`src/rtl/uart_tx_serializer.sv`:
```
// UART transmitter: frames one byte as start, 8 data bits LSB-first, optional parity
// and 1 or 2 stop bits. tx, tx_busy and tx_done are all driven straight from flops.
module uart_tx_serializer #(
  parameter int CLKS_PER_BIT = 434,
  parameter int PARITY       = 0,
  parameter int STOP_BITS    = 1
) (
  input  logic       clk,
  input  logic       resetn,
  input  logic [7:0] tx_data,
  input  logic       new_tx_data,
  output logic       tx_busy,
  output logic       tx_done,
  output logic       tx
);

  localparam int CNT_W = (CLKS_PER_BIT > 1) ? $clog2(CLKS_PER_BIT) : 1;
  localparam logic [CNT_W-1:0] CNT_LAST = CNT_W'(CLKS_PER_BIT - 1);
  localparam logic STOP_LAST = 1'(STOP_BITS - 1);

  typedef enum logic [2:0] {
    ST_IDLE   = 3'd0,
    ST_START  = 3'd1,
    ST_DATA   = 3'd2,
    ST_PARITY = 3'd3,
    ST_STOP   = 3'd4
  } state_e;

  state_e           state_r;
  logic [CNT_W-1:0] baud_cnt_r;
  logic [2:0]       bit_cnt_r;
  logic             stop_cnt_r;
  logic [7:0]       shift_r;
  logic             par_r;
  logic             tx_r;
  logic             busy_r;
  logic             done_r;
  logic             baud_last_s;

  // Parity of the byte as it goes on the line: even = XOR of the bits, odd = its inverse.
  function automatic logic parity_bit(input logic [7:0] d);
    parity_bit = (PARITY == 1) ? ~(^d) : (^d);
  endfunction

  assign baud_last_s = (baud_cnt_r == CNT_LAST);
  assign tx          = tx_r;
  assign tx_busy     = busy_r;
  assign tx_done     = done_r;

  // Frame sequencer: the baud counter restarts at every bit boundary so bits never drift.
  always_ff @(posedge clk) begin
    if (!resetn) begin
      state_r    <= ST_IDLE;
      baud_cnt_r <= '0;
      bit_cnt_r  <= 3'd0;
      stop_cnt_r <= 1'b0;
      shift_r    <= 8'h00;
      par_r      <= 1'b0;
      tx_r       <= 1'b1;
      busy_r     <= 1'b0;
      done_r     <= 1'b0;
    end else begin
      done_r <= 1'b0;
      case (state_r)
        ST_IDLE: begin
          tx_r   <= 1'b1;
          busy_r <= 1'b0;
          if (new_tx_data) begin
            shift_r    <= tx_data;
            par_r      <= parity_bit(tx_data);
            baud_cnt_r <= '0;
            bit_cnt_r  <= 3'd0;
            tx_r       <= 1'b0;
            busy_r     <= 1'b1;
            state_r    <= ST_START;
          end
        end
        ST_START: begin
          if (baud_last_s) begin
            baud_cnt_r <= '0;
            tx_r       <= shift_r[0];
            state_r    <= ST_DATA;
          end else begin
            baud_cnt_r <= baud_cnt_r + CNT_W'(1);
          end
        end
        ST_DATA: begin
          if (baud_last_s) begin
            baud_cnt_r <= '0;
            bit_cnt_r  <= bit_cnt_r + 3'd1;
            if (bit_cnt_r == 3'd7) begin
              stop_cnt_r <= 1'b0;
              if (PARITY != 0) begin
                tx_r    <= par_r;
                state_r <= ST_PARITY;
              end else begin
                tx_r    <= 1'b1;
                state_r <= ST_STOP;
              end
            end else begin
              shift_r <= {1'b0, shift_r[7:1]};
              tx_r    <= shift_r[1];
            end
          end else begin
            baud_cnt_r <= baud_cnt_r + CNT_W'(1);
          end
        end
        ST_PARITY: begin
          if (baud_last_s) begin
            baud_cnt_r <= '0;
            stop_cnt_r <= 1'b0;
            tx_r       <= 1'b1;
            state_r    <= ST_STOP;
          end else begin
            baud_cnt_r <= baud_cnt_r + CNT_W'(1);
          end
        end
        ST_STOP: begin
          tx_r <= 1'b1;
          if (baud_last_s) begin
            baud_cnt_r <= '0;
            if (stop_cnt_r == STOP_LAST) begin
              busy_r  <= 1'b0;
              done_r  <= 1'b1;
              state_r <= ST_IDLE;
            end else begin
              stop_cnt_r <= stop_cnt_r + 1'b1;
            end
          end else begin
            baud_cnt_r <= baud_cnt_r + CNT_W'(1);
          end
        end
        default: begin
          state_r    <= ST_IDLE;
          baud_cnt_r <= '0;
          tx_r       <= 1'b1;
          busy_r     <= 1'b0;
        end
      endcase
    end
  end

endmodule

```
`config.mk`:
```
export PLATFORM = sky130hd
export DESIGN_NAME = uart_tx_serializer
export DESIGN_NICKNAME = d
export VERILOG_FILES = /design/src/rtl/uart_tx_serializer.sv
export SDC_FILE = /design/constraint.sdc
export NUM_CORES = 1
export LEC_CHECK = 0
export BUFFER_PORTS_ARGS = -buffer_cell sky130_fd_sc_hd__buf_4
export CORE_MARGIN = 5
export CORE_UTILIZATION = 54
export DETAILED_ROUTE_END_ITERATION = 12
export GPL_TIMING_DRIVEN = 0
export MAX_ROUTING_LAYER = met4
export PLACE_DENSITY_LB_ADDON = 0.2
export SLEW_MARGIN = 25
export SYNTH_ARGS = -nofsm -noshare
export SYNTH_HDL_FRONTEND = slang
export SYNTH_SLANG_ARGS = --single-unit
```
`constraint.sdc`:
```
create_clock -name clk -period 2.6 [get_ports clk]
set_input_delay 0.52 -clock clk [delete_from_list [all_inputs] [get_ports clk]]
set_output_delay 0.52 -clock clk [all_outputs]
set_load 0.03 [all_outputs]
```
==> summary.md <==
| Metric | Value |
|---|---|
| Outcome | finished clean |
| DIE WIDTH | a little over 60 um |
| Startpoint Class | flip-flop |
| H-tree Lvls | 1 |
| Post-Syn Area | 1394 sq um |
| Clk sinks | 26 |
| Post-Syn Nets | 167 |
| Crit path buffers/inverters | 1 |
| Pwr Density | 515.7 nW/um^2 |
| Netlist cell types | 40 |
| Via/cell ratio | 5.523 |
| Worst-Skew Late Latency | between 0.3 and 0.4 ns |
| Maximum vdd drop | 0.3332 mV |
| Asr flop ratio synth | 0% |
| Initial Utilization | 56.26% |
| WHS | 0.4633 ns |
| Max-cap violations | 0 |
| Most frequent cells in the layout | dfxtp_1 (26), nand2_1 (21), nor2_1 (14), buf_4 (13) |
| Setup Fix Bufs, Post-CTS | 0 |
| Period utilization | 74.04% |
| Relative slew margins | between 40% and 50% |
| Final Setup Violations | 0 |
| Area of the core | 2477 sq um |
| CP max FO | 10 |
| CTS Buffer Depth | 2 |
| Setup TNS Final | 0 ns |
| Post_cts resized | 0 |
| Routed wire per std cell | 13.64 um |
| Commonest non-fill, non-tap cell in the layout | dfxtp_1 |
| Hold Buf Count CTS | 0 |
| Full die area | ~3700 sq um |
| Drt drc | 0 |
| Layout cells sized above 1 | 24.26% |
| Total gr overflow | 0 |
| Top_reg_cell synth | dfxtp_1 |
| ANT nets after route | 0 |
| Post-synth EDFFs | 0 |
| Post-synthesis area per instance | 9.170 sq um |
| Fillcell total | around 210 |
| CP delay by family, top | compound AO/OA/AOI/OAI gates |
| Fmax | 519.5 MHz |
| Initial DRC Count | 16 |
| First-pass GRT wire length | between 4000 and 5000 um |
| Leakage | 0.6111 nW |
| Post-Place Cell Area | 1529 sq um |
| Gr usage total | 16.55% |
| Largest stage delay on the critical path | 0.83 ns |
| CP max stage cell | o41ai_1 |
| Number of synthesized register bits | 26 |
| Unrepaired setup endpoints after global routing | false |
| Crit path arrival time | 2.15 ns |
| Root buffer cell | clkbuf_4 |
| CP Class | flip-flop to flip-flop |
| Area Overhead vs Synth | 13.47% |
| Post-route cell area | 1582 sq um |
| Post-layout net count | 185 |
| Required @ worst endpoint | 2.82 ns |
| Die height | 60.81 um |
| Row cnt | 18 |
| Clk pin slew, worst setup/hold paths | 0.15 ns |
| Vias | 1099 |
| Yosys warns | 0 |
| CP Cell Sequence | buf_2, o41ai_1, nor3_1, xnor2_1, nor2_1 |
| Antenna violations before repair | 0 |
| I/O pin count | 14 |
| Post-synthesis sequential area ratio | 37.34% |
| Crit path capture type | flip-flop |
| ANT cells | 0 |
| Number of buffers created by CTS | 3 |
| Worst-margin pin slew | 0.8720 ns |
| Largest net degree at the start of global routing | 16 |
| I/O Buffers | 13 |
| Min cycle time layout | 1.925 ns |
| Final Hold Fails | 0 |
| Worst hold path class | input pin to flip-flop |
| Pre-antenna DRT Iters | 4 |
| Vias in the first global route | 1055 |
| CTS tree | yes |
| Mapped Cells | around 150 |
| Layout Skew | between 0.007 and 0.008 ns |
| Gp weighted congestion | 0.7674 |
| Placed cell count | 195 |
| Detailed Place HPWL | 1993 um |
| Final Util | 63.84% |
| Routed WL | 2714 um |
| Pins Over Slew Limit | 0 |
| Fin cells | 199 |
==> layer usage <==
metal | share of wire [%] | routed length [um] | vias to the layer above | global-route usage, %
met5 | 0 | 0 | - | -
met4 | 0.44 | 12 | 0 | 5.573
met3 | 2.9 | 80 | 2 | 2.766
met2 | 49 | 1319 | 12 | 27.79
met1 | 48 | 1301 | 523 | 19.97
li1 | - | - | 562 | -
==> registers in the layout, summed over array words and instances, names as in the netlist <==
name and cells:
baud_cnt_r 9, bit_cnt_r 3, shift_r 8, state_r 3, tx 1, tx_busy 1
tx_done 1
==> tightest hold or removal path: stages <==
cell and delay (ns):
buf_4 0.11, nand3_1 0.07, o2bb2ai_1 0.06
==> final timing paths <==
check	from	to	slack, ns	depth (start not counted)
setup / recovery	state_r[2]	baud_cnt_r[6]	0.68	5
hold / removal	tx_data[7]	shift_r[7]	0.46	3
setup reg to reg	state_r[2]	baud_cnt_r[6]	0.68	5
hold reg to reg	shift_r[3]	shift_r[3]	0.47	2
==> per-stage QoR <==
step           power [mW]  setup WS (ns)
2_1_floorplan      0.5135         0.8791
4_1_cts            0.8200         0.6841
3_3_place_gp       0.5425         0.6668
3_5_place_dp       0.5466         0.6369
5_1_grt            0.8507         0.5823
6_report           0.8156         0.6750
==> power by group <==
part | leakage (nW) | switching, mW | total (mW) | internal [mW]
registers | 0.212 | 0.0112 | 0.426 | 0.415
clock network | 0.0279 | 0.122 | 0.278 | 0.156
logic | 0.371 | 0.0559 | 0.111 | 0.0553
total | 0.611 | 0.189 | 0.816 | 0.626
==> layout make-up <==
cell class	instances	area [sq um]	share of cell area, %
tap	30	37.54	2.373
clock inverter	1	30.03	1.899
inverter	4	15.01	0.9494
buffer	10	71.32	4.509
sequential	26	520.5	32.91
timing repair buffer	13	97.59	6.171
clock buffer	3	22.52	1.424
multi-input combinational	112	787.0	49.76
==> logic make-up (layout without fill, tap and decap cells) <==
group | count (synthesis) | count (layout) | synth area share (%)
muxes | 16 | 16 | 12.21
buffers and inverters | 14 | 31 | 6.193
DFF | 26 | 26 | 37.34
AOI/OAI and AO/OA | 20 | 20 | 10.86
xor gates and xnor gates | 8 | 8 | 5.027
and+or+nand+nor | 64 | 64 | 24.78
adders and majority gates | 4 | 4 | 3.591
==> Yosys cell counts (all sizes together), types with 3 or more instances <==
master | instances | area, sq um
nor3 | 3 | 20.02
mux2i | 8 | 80.08
ha | 4 | 50.05
inv | 4 | 15.01
a21oi | 5 | 25.02
nand4 | 3 | 18.77
dfxtp | 26 | 520.5
nand3 | 5 | 25.02
nor2 | 14 | 52.55
nand3b | 6 | 45.04
buf | 7 | 60.05
clkbuf | 3 | 11.26
o21ai | 6 | 45.05
nand2 | 21 | 78.83
xnor2 | 6 | 52.55
mux2 | 8 | 90.09
Power figures use the tool's default switching activity.
